===== src/rtl/pwm_ctrl_pkg.sv =====
// Shared state encoding and limits for the PWM breathing sequencer.
package pwm_ctrl_pkg;

  typedef enum logic [1:0] {
    IDLE   = 2'd0,
    UP     = 2'd1,
    DOWN   = 2'd2,
    FINISH = 2'd3
  } state_t;

  localparam int CYC_MIN = 2;

endpackage


===== src/rtl/pwm_period_tick.sv =====
// Period counter and per-step hold counter; both sit at zero while run is low.
module pwm_period_tick #(
  parameter int WIDTH  = 32,
  parameter int HOLD_W = 16
) (
  input  logic              clk,
  input  logic              rst_n,
  input  logic              run,
  input  logic [WIDTH-1:0]  cyc_l,
  input  logic [HOLD_W-1:0] hold_l,
  output logic              tick,
  output logic              step_ev
);

  logic [WIDTH-1:0]  per_cnt;
  logic [HOLD_W-1:0] hold_cnt;

  assign tick    = run && (per_cnt == (cyc_l - WIDTH'(1)));
  assign step_ev = tick && (hold_cnt == hold_l);

  always_ff @(posedge clk or negedge rst_n) begin
    if (!rst_n) begin
      per_cnt  <= '0;
      hold_cnt <= '0;
    end else if (!run) begin
      per_cnt  <= '0;
      hold_cnt <= '0;
    end else begin
      per_cnt <= tick ? '0 : per_cnt + WIDTH'(1);
      if (tick) begin
        hold_cnt <= step_ev ? '0 : hold_cnt + HOLD_W'(1);
      end
    end
  end

endmodule


===== src/rtl/pwm_breath_ctrl.sv =====
// Breathing-ramp sequencer driving en/cycle/duty of a pwm instance.
// State | meaning: IDLE wait for start; UP duty rising; DOWN duty falling; FINISH one-cycle done.
module pwm_breath_ctrl
  import pwm_ctrl_pkg::*;
#(
  parameter int WIDTH  = 32,
  parameter int HOLD_W = 16
) (
  input  logic              clk,
  input  logic              rst_n,
  input  logic              start,
  input  logic              stop,
  input  logic              loop,
  input  logic [WIDTH-1:0]  cfg_cycle,
  input  logic [WIDTH-1:0]  cfg_step,
  input  logic [HOLD_W-1:0] cfg_hold,
  output logic              pwm_en,
  output logic [WIDTH-1:0]  pwm_cycle,
  output logic [WIDTH-1:0]  pwm_duty,
  output logic              busy,
  output logic              done
);

  state_t            state, state_n;
  logic [WIDTH-1:0]  cyc_l, step_l, duty_q, duty_n;
  logic [HOLD_W-1:0] hold_l;
  logic              loop_l;
  logic              stop_req, stop_req_n;
  logic              run, tick, step_ev, accept;
  logic [WIDTH:0]    up_sum;

  assign run    = (state == UP) || (state == DOWN);
  assign accept = (state == IDLE) && start && !stop &&
                  (cfg_cycle >= WIDTH'(CYC_MIN)) && (cfg_step != '0);
  assign up_sum = {1'b0, duty_q} + {1'b0, step_l};

  pwm_period_tick #(
    .WIDTH  (WIDTH),
    .HOLD_W (HOLD_W)
  ) u_tick (
    .clk     (clk),
    .rst_n   (rst_n),
    .run     (run),
    .cyc_l   (cyc_l),
    .hold_l  (hold_l),
    .tick    (tick),
    .step_ev (step_ev)
  );

  always_comb begin
    state_n    = state;
    duty_n     = duty_q;
    stop_req_n = stop_req;
    unique case (state)
      IDLE: begin
        if (accept) begin
          state_n    = UP;
          duty_n     = '0;
          stop_req_n = 1'b0;
        end
      end
      UP, DOWN: begin
        if (stop) stop_req_n = 1'b1;
        // A pending stop is honoured on the very next period boundary, ahead of any step.
        if (tick && (stop_req || stop)) begin
          duty_n  = '0;
          state_n = FINISH;
        end else if (step_ev) begin
          if (state == UP) begin
            if (up_sum >= {1'b0, cyc_l}) begin
              duty_n  = cyc_l;
              state_n = DOWN;
            end else begin
              duty_n = up_sum[WIDTH-1:0];
            end
          end else if (duty_q <= step_l) begin
            duty_n  = '0;
            state_n = loop_l ? UP : FINISH;
          end else begin
            duty_n = duty_q - step_l;
          end
        end
      end
      FINISH: begin
        state_n    = IDLE;
        duty_n     = '0;
        stop_req_n = 1'b0;
      end
      default: begin
        state_n = IDLE;
        duty_n  = '0;
      end
    endcase
  end

  always_ff @(posedge clk or negedge rst_n) begin
    if (!rst_n) begin
      state    <= IDLE;
      duty_q   <= '0;
      stop_req <= 1'b0;
      cyc_l    <= '0;
      step_l   <= '0;
      hold_l   <= '0;
      loop_l   <= 1'b0;
    end else begin
      state    <= state_n;
      duty_q   <= duty_n;
      stop_req <= stop_req_n;
      if (accept) begin
        cyc_l  <= cfg_cycle;
        step_l <= cfg_step;
        hold_l <= cfg_hold;
        loop_l <= loop;
      end
    end
  end

  assign busy      = run;
  assign pwm_en    = run;
  assign done      = (state == FINISH);
  assign pwm_duty  = duty_q;
  assign pwm_cycle = cyc_l;

endmodule

===== config.mk =====
export PLATFORM = sky130hd
export DESIGN_NAME = pwm_breath_ctrl
export DESIGN_NICKNAME = d
export VERILOG_FILES = /design/src/rtl/pwm_ctrl_pkg.sv /design/src/rtl/pwm_period_tick.sv /design/src/rtl/pwm_breath_ctrl.sv
export SDC_FILE = /design/constraint.sdc
export NUM_CORES = 1
export LEC_CHECK = 0
export BUFFER_PORTS_ARGS = -buffer_cell sky130_fd_sc_hd__buf_4
export CAP_MARGIN = 5
export CORE_MARGIN = 5
export CORE_UTILIZATION = 60
export CTS_CLUSTER_DIAMETER = 150
export DETAILED_ROUTE_END_ITERATION = 10
export GPL_TIMING_DRIVEN = 0
export PLACE_DENSITY = 0.82
export RECOVER_POWER = 100
export SLEW_MARGIN = 20
export SYNTH_ARGS = -nofsm -noshare
export SYNTH_HDL_FRONTEND = slang
export SYNTH_SLANG_ARGS = --single-unit

===== constraint.sdc =====
create_clock -name clk -period 7 [get_ports clk]
set_input_delay 1.05 -clock clk [delete_from_list [all_inputs] [get_ports clk]]
set_output_delay 1.05 -clock clk [all_outputs]
set_load 0.05 [all_outputs]

==> metrics.md, run 1 <==
| Metric | Value |
|---|---|
| Run status | complete, but fails checks |
| Failing checks | max-capacitance violations, max-slew violations |
| Sequential element share of the synthesized area | 0.322 |
| HPWL after DPL | 33400 microns |
| Buffers on Ports | 151 |
| Final antenna-violating net count | 0 |
| Via-to-Cell Ratio | 6.28 |
| P per Cell Area | 138 nW/um^2 |
| Total wire length | 43000 microns |
| Number of synthesized flops with an enable pin | 0 |
| Most frequent cell after synthesis | dfrtp_1 |
| Fmax | 0.154 GHz |
| Die width | 156 microns |
| FF+latch area | 4100 sq um |
| Ant. Diodes | 0 |
| Row Count | 53 |
| Fraction of the mapped netlist area in simple logic gates | 0.197 |
| CP Cell Sequence | ha_1, inv_1, fa_1, or2_2, a221oi_1, o2111ai_1, nand2b_1, and3_1, o21ai_0, a21boi_0, xnor2_1, ha_1, a21oi_1, nor2b_1, o21ai_0, nand2b_1, a211oi_1, o211a_1, o211a_1, clkbuf_2, clkbuf_1, nor2_1, a21oi_1, o21ai_0 |
| Vias | 12500 |
| Per-cell routed wire length | 21.6 microns |
| Cell family with most CP delay | compound AO/OA/AOI/OAI gates |
| 1st-pass router iterations | 5 |
| Drt drc | 0 |
| Cell Area, Synth | 12800 sq um |
| Die Span Y | 156 microns |
| Synth cell count leaders | 164 x dfrtp_1, 132 x nor2_1, 128 x nand2_1 |
| Setup WS pre-CTS | 0.515 ns |
| DIE AREA | 24300 sq um |
| CTS clk-pin slew, worst paths | 0.08 ns |
| Non-filler cells, final | 1990 |
| Main combinational cell family by area after synthesis | simple AND/OR/NAND/NOR gates |
| CTS Buffer Depth | 2 |
| Setup_tns | 0 ns |
| Pleak | 6.68 nW |
| Mux cell area share after synthesis | 0.0277 |
| Global route total overflow | 0 |
| GR Util All Layers | 0.352 |
| Clk root buf | clkbuf_16 |
| Main flop type after synthesis | dfrtp_1 |
| Syn. warnings | 0 |
| RSZ-0062 raised after global routing | no |
| Fillcell total | 1829 |
| Area Growth Syn to Fin | 14.2% |
| Critical Path Fanout Max | 10 |
| Worst skew pair latency | 0.46 ns |
| Drt initial violations | 1390 |
| Complex-gate fraction of the synthesized area | 0.194 |
| Post-Synth Adder-Cell Area | 0.103 |
| Multi-input logic area | 7890 sq um |
| Required @ worst endpoint | 7.33 ns |
| Setup violators final | 0 |
| Layout cells sized above 1 | 0.0927 |
| CTS buffer count | 17 |
| Post-synthesis xor/xnor area fraction | 0.0981 |
| Synthesized area per cell | 8.34 sq um |
| Starting Density | 0.609 |
| Antenna violations before repair | 0 |
| Vias in the first global route | 12100 |
| CP Capture Type | flip-flop |
| Minimum clock period | 6.51 ns |
| I/O Pins | 152 |
| WS Path Type | flip-flop to flip-flop |
| Setup ws final | 0.491 ns |
| Top-area cell type share of the netlist area | 0.322 |
| Synth area leaders | dfrtp_1 32%, ha_1 10%, xnor2_1 6.2% |
| Largest stage delay, worst path | 0.48 ns |
| Hold buffers post-CTS | 0 |
| Yosys reg bits | 164 |
| Final Cell Area | 14600 sq um |
| Final hold vios | 0 |
| Post-CTS Setup Inserts | 0 |
| Post-cts gate resize count | 0 |
| CTS tree | built |
| Crit path DAT | 6.84 ns |
| CP most frequent cell | o21ai_0 |
| Relative slew margins | -1.99 |
| Gp weighted congestion | 0.974 |
| Largest net degree at the start of global routing | 86 |
| Least-Margin Pin Slew | 4.49 ns |
| Util after Layout | 0.696 |
| Leading area contributor after synthesis | dfrtp_1 |
| Slowest cell on the critical path | clkbuf_1 |
| Syn Inst Count | 1531 |
| Post-Place Cells | 1958 |
| Max rail drop VDD | 0.113 mV |
| Buf/Inv on CP | 3 |
| H-tree levels | 4 |
| Setup Skew | 0.0196 ns |
| Worst hold path class | flip-flop to flip-flop |
| Global-route wire length before repair | 67300 microns |
| Clk sink count | 164 |
| # nets final | 1891 |
| MaxCap Viol Count | 2 |
| Synthesized Nets | 1720 |
| Area of the core | 21000 sq um |
| Synth cell types | 79 |
| Post-placement cell area | 14300 sq um |
| Final period util | 0.930 |
| Element type at the critical path start | flip-flop |
| Max-slew violation count | 91 |
| Async SR Flop Fraction | 1.00 |
-- state kept, by name, indices dropped and copies added, names as in the netlist --
signal,flops
pwm_cycle,32
pwm_duty,32
step_l,32
u_tick.per_cnt,32
hold_l,16
u_tick.hold_cnt,16
state,2
loop_l,1
stop_req,1
-- per-stage QoR --
step	hold slack [ns]	total power (W)
after global placement	0.480	0.00103
after detailed placement	0.500	0.00104
final	0.520	0.00201
after CTS	0.517	0.00202
after floorplan	0.467	0.000968
after global routing	0.539	0.00206
-- worst register-to-register path: stages, from the launching register on --
cell and delay [ns]:
dfrtp_1 0.47, ha_1 0.23, inv_1 0.07, fa_1 0.40, or2_2 0.31, a221oi_1 0.41, o2111ai_1 0.29, nand2b_1 0.26
and3_1 0.21, o21ai_0 0.43, a21boi_0 0.21, xnor2_1 0.33, ha_1 0.32, a21oi_1 0.15, nor2b_1 0.05, o21ai_0 0.14
nand2b_1 0.11, a211oi_1 0.32, o211a_1 0.24, o211a_1 0.26, clkbuf_2 0.33, clkbuf_1 0.48, nor2_1 0.08, a21oi_1 0.20
o21ai_0 0.11
-- metal layers --
| metal | up-vias | wire length [microns] | global-route usage |
|---|---|---|---|
| met5 | - | 0 | 0 |
| met4 | 0 | 1180 | 0.107 |
| met3 | 91 | 3560 | 0.0546 |
| met2 | 626 | 20100 | 0.568 |
| met1 | 6001 | 18200 | 0.490 |
| li1 | 5776 | - | - |
-- cells by family after synthesis --
| kind of cell | count (synthesis) |
|---|---|
| AO/OA/AOI/OAI | 396 |
| XOR/XNOR | 143 |
| adder cells (fa/ha/maj) | 104 |
| buffers and inverters | 191 |
| flip-flops | 164 |
| multiplexers | 33 |
| AND/OR/NAND/NOR | 500 |
-- cells in the final DEF, fill, tap and decap left out, drive strengths merged, types with 9 or more instances in the layout --
master	instances
dfrtp	164
clkbuf	147
nor2	132
nand2	128
o21ai	127
inv	127
ha	102
a21oi	102
buf	92
xnor2	90
xor2	53
nand3	50
nor4	40
nor3	31
nand4	27
a21o	20
and3	19
mux2	19
a22oi	19
mux2i	14
nor2b	13
a31oi	13
o31ai	12
nand2b	10
or3	10
o211ai	9
a211oi	9
clkinv	9
-- final timing paths --
check | depth (start not counted) | endpoint | start | slack [ns]
hold reg to reg | 1 | loop_l$_DFFE_PN0P_ | loop_l$_DFFE_PN0P_ | 0.52
setup / recovery | 24 | pwm_duty[23]$_DFFE_PN0P_ | pwm_duty[0]$_DFFE_PN0P_ | 0.49
setup reg to reg | 24 | pwm_duty[23]$_DFFE_PN0P_ | pwm_duty[0]$_DFFE_PN0P_ | 0.49
max in group asynchronous | 1 | pwm_cycle[9]$_DFFE_PN0P_ | rst_n | 2.28
hold / removal | 1 | loop_l$_DFFE_PN0P_ | loop_l$_DFFE_PN0P_ | 0.52
min in group asynchronous | 1 | u_tick.per_cnt[25]$_DFF_PN0_ | rst_n | 2.17
-- cell type report --
class,count,share of cell area
Buffer,70,0.0190
Clock buffer,17,0.0292
Clock inverter,15,0.0127
Inverter,121,0.0312
Multi-Input combinational cell,1176,0.541
Sequential cell,164,0.282
Tap cell,275,0.0236
Timing Repair Buffer,152,0.0619
-- report_power, final --
group	total, W	internal, W	leakage [nW]	switching (W)
sequential	0.000947	0.000947	1.93	0.0000000000000000000192
clock	0.000997	0.000487	0.298	0.000511
combinational	0.0000694	0.0000329	4.45	0.0000365
Power figures use the tool's default switching activity.
==> inputs of run 2 (changes only) <==
Settings changed: BUFFER_PORTS_ARGS -buffer_cell sky130_fd_sc_hd__buf_4 to -buffer_cell sky130_fd_sc_hd__buf_2.
==> run 2 against run 1 <==
  * The flow still finishes with violations (max-capacitance violations, max-slew violations)
  * Clock power about the same
  * Final area fell by 1.4%
  * Clock skew shrank 0.0023 ns
  * Via count down 0.31%
  * Count of clock-buffer cells in the layout unchanged
  * Setup slack got worse by 0.052 ns
  * Power down 0.33%
  * Die area stayed put
  * Critical endpoint is now pwm_duty[24]$_DFFE_PN0P_
  * Highest routed layer unchanged
  * Final cell count unchanged
  * Non-clock buffer count is the same
  * Largest cell class unchanged
  * Register-to-register slack got worse by 0.05 ns
==> metrics.md, run 2 (same netlist as run 1, synthesis figures left out) <==
| Metric | Value |
|---|---|
| Element type at the critical path start | flip-flop |
| Sequential Power Share | 0.472 (+0.002) |
| Run status | complete, but fails checks |
| Final antenna-violating net count | 0 (unchanged) |
| CTS tree | built |
| Via-to-Cell Ratio | 6.26 (-0.31%) |
| GR Util met1 | 0.477 (-0.0132) |
| Max rail drop VDD | 0.170 mV (+50%) |
| Drt initial violations | 1294 (-6.9%) |
| Max-slew violation count | 79 (-13%) |
| Fmax | 0.152 GHz (-0.80%) |
| Vias in the first global route | 12200 (+1.5%) |
| GR Util All Layers | 0.353 (+0.00125) |
| Int Power | 0.00146 W (-0.41%) |
| Global route total overflow | 0 (unchanged) |
| Area Growth Syn to Fin | 12.7% |
| Total wire length | 42400 microns (-1.6%) |
| Net Switching | 0.000546 W (-0.14%) |
| Starting Density | 0.609 (unchanged) |
| Clk sink count | 164 (unchanged) |
| Largest net degree at the start of global routing | 87 (+1.2%) |
| I/O Pins | 152 (unchanged) |
| Layout cells sized above 1 | 0.0910 (-0.00175) |
| Final period util | 0.937 (+0.00746) |
| Setup ws final | 0.438 ns (-0.0522 ns) |
| Gp weighted congestion | 0.981 (+0.67%) |
| Global-route wire length before repair | 67800 microns (+0.78%) |
| Final hold vios | 0 (unchanged) |
| Pleak | 6.60 nW (-1.2%) |
| Die Span Y | 156 microns (unchanged) |
| Commonest non-fill, non-tap cell in the layout | dfrtp_1 |
| Setup Skew | 0.0173 ns (-0.00225 ns) |
| Failing checks | max-capacitance violations, max-slew violations |
| Relative slew margins | -1.87 (+0.120) |
| Post-CTS Setup Inserts | 0 (unchanged) |
| Crit path DAT | 6.92 ns (+0.08 ns) |
| Min-delay src | loop_l$_DFFE_PN0P_ |
| Switching share of power | 0.272 (+0.000535) |
| CP Capture Type | flip-flop |
| Buffers on Ports | 151 (unchanged) |
| Hold buffers post-CTS | 0 (unchanged) |
| Worst hold path class | flip-flop to flip-flop |
| CTS Buffer Depth | 2 (unchanged) |
| Worst skew pair latency | 0.45 ns (about the same) |
| Clk root buf | clkbuf_16 |
| CTS buffer count | 17 (unchanged) |
| WS Path Type | flip-flop to flip-flop |
| Vias | 12500 (-0.31%) |
| Post-cts gate resize count | 0 (unchanged) |
| HPWL after DPL | 33300 microns (-0.46%) |
| Minimum clock period | 6.56 ns (+0.0522 ns) |
| GRT busiest layer | met2 |
| Grt met2 use | 0.572 (+0.00328) |
| Antenna violations before repair | 0 (unchanged) |
| Commonest non-fill, non-tap cells in the layout | 164 x dfrtp_1, 132 x nor2_1, 131 x clkbuf_1, 128 x nand2_1, 123 x o21ai_0 |
| Row Count | 53 (unchanged) |
| Worst hold path depth | 1 (unchanged) |
| # nets final | 1891 (unchanged) |
| GRT met3 Usage | 0.0732 (+0.0186) |
| Critical Path Fanout Max | 10 (unchanged) |
| Ant. Diodes | 0 (unchanged) |
| Comb power frac | 0.028 (-0.006) |
| Flop-to-flop setup slack | 0.44 ns (-0.05 ns) |
| DIE AREA | 24300 sq um (unchanged) |
| Clock power share | 0.500 (+0.005) |
| Worst Hold End | loop_l$_DFFE_PN0P_ |
| Die width | 156 microns (unchanged) |
| Drt drc | 0 (unchanged) |
| Setup_tns | 0 ns (unchanged) |
| Overall power | 0.00201 W (-0.33%) |
| Area of the core | 21000 sq um (unchanged) |
| Setup violators final | 0 (unchanged) |
| P per Cell Area | 140 nW/um^2 (+1.0%) |
| H-tree levels | 4 (unchanged) |
| R2r startpoint | pwm_duty[0]$_DFFE_PN0P_ |
| Required @ worst endpoint | 7.36 ns (+0.03 ns) |
| Least-Margin Pin Slew | 4.31 ns (-0.179 ns) |
| 1st-pass router iterations | 5 (unchanged) |
| R2R cell count | 23 (-4.2%) |
| RSZ-0062 raised after global routing | no |
| CTS clk-pin slew, worst paths | 0.08 ns (about the same) |
| Setup WS pre-CTS | 0.673 ns (+0.158 ns) |
| MaxCap Viol Count | 2 (unchanged) |
| Per-cell routed wire length | 21.3 microns (-1.6%) |
| Reg-to-Reg End | pwm_duty[24]$_DFFE_PN0P_ |
==> run 2: cell types whose count changed in the layout (fill, tap and decap cells not counted), moves of 2 or more <==
cell      before  now
inv_12         1    3
clkbuf_1     129  131
inv_6          0    4
inv_8          5    2
buf_2          7   88
buf_4         83    1
clkinv_4       3    1
==> run 2: power groups by stage <==
stage | Combinational, W | Clock, W | Sequential (W)
detailed placement | 0.0000573 | 0 | 0.000965
finish | 0.0000566 | 0.00100 | 0.000947
CTS | 0.0000575 | 0.00101 | 0.000946
floorplan | 0.00000227 | 0 | 0.000966
global placement | 0.0000537 | 0 | 0.000965
global route | 0.0000634 | 0.00105 | 0.000947
==> run 2: through the flow <==
stage	hold WS, ns	utilization	cell area [sq um]	instances
finish	0.521	0.686	14400	1990
global route	0.546	0.686	14400	1990
floorplan	0.467	-	12800	1531
CTS	0.515	0.693	14500	1990
global placement	0.491	0.662	13900	1957
detailed placement	0.497	0.664	13900	1958
==> run 2: final cells by class <==
cell class	count	area, sq um
Multi-Input combinational cell	1176	7890
Fill cell	1829	6580
Sequential cell	164	4100
Timing Repair Buffer	152	697
Inverter	121	454
Clock buffer	17	425
Tap cell	275	344
Buffer	70	274
Clock inverter	15	196
==> run 2: how the worst max path moves through the flow <==
stage                          endpoint               startpoint  depth (start not counted)  slack [ns]
2_1_floorplan  pwm_duty[11]$_DFFE_PN0P_  pwm_duty[0]$_DFFE_PN0P_                         24        1.69
3_3_place_gp   pwm_duty[24]$_DFFE_PN0P_  pwm_duty[0]$_DFFE_PN0P_                         23        0.79
3_5_place_dp   pwm_duty[24]$_DFFE_PN0P_  pwm_duty[0]$_DFFE_PN0P_                         23        0.67
4_1_cts        pwm_duty[24]$_DFFE_PN0P_  pwm_duty[0]$_DFFE_PN0P_                         23        0.60
5_1_grt        pwm_duty[21]$_DFFE_PN0P_  pwm_duty[1]$_DFFE_PN0P_                         22        0.07
6_report       pwm_duty[24]$_DFFE_PN0P_  pwm_duty[0]$_DFFE_PN0P_                         23        0.44
==> run 2: per-layer routing <==
metal | share of wire | routed length (microns)
met1 | 0.42 | 17600
met2 | 0.47 | 19800
met3 | 0.086 | 3640
met4 | 0.030 | 1280
met5 | 0 | 0
==> run 2: critical path: stages (launching register included) <==
cell and delay, ns:
dfrtp_1 0.44, ha_1 0.20, inv_1 0.06, fa_1 0.41, or2_2 0.31, a221oi_1 0.43
o2111ai_1 0.27, nand2b_1 0.27, and3_1 0.22, o21ai_0 0.43, a21boi_0 0.21, xnor2_1 0.23
ha_1 0.28, a21oi_1 0.15, nor2b_1 0.06, o21ai_0 0.19, nand2b_1 0.09, a211oi_1 0.26
o211a_1 0.21, o211a_1 0.26, clkbuf_1 0.51, clkbuf_1 0.54, a21oi_1 0.23, o221ai_1 0.21
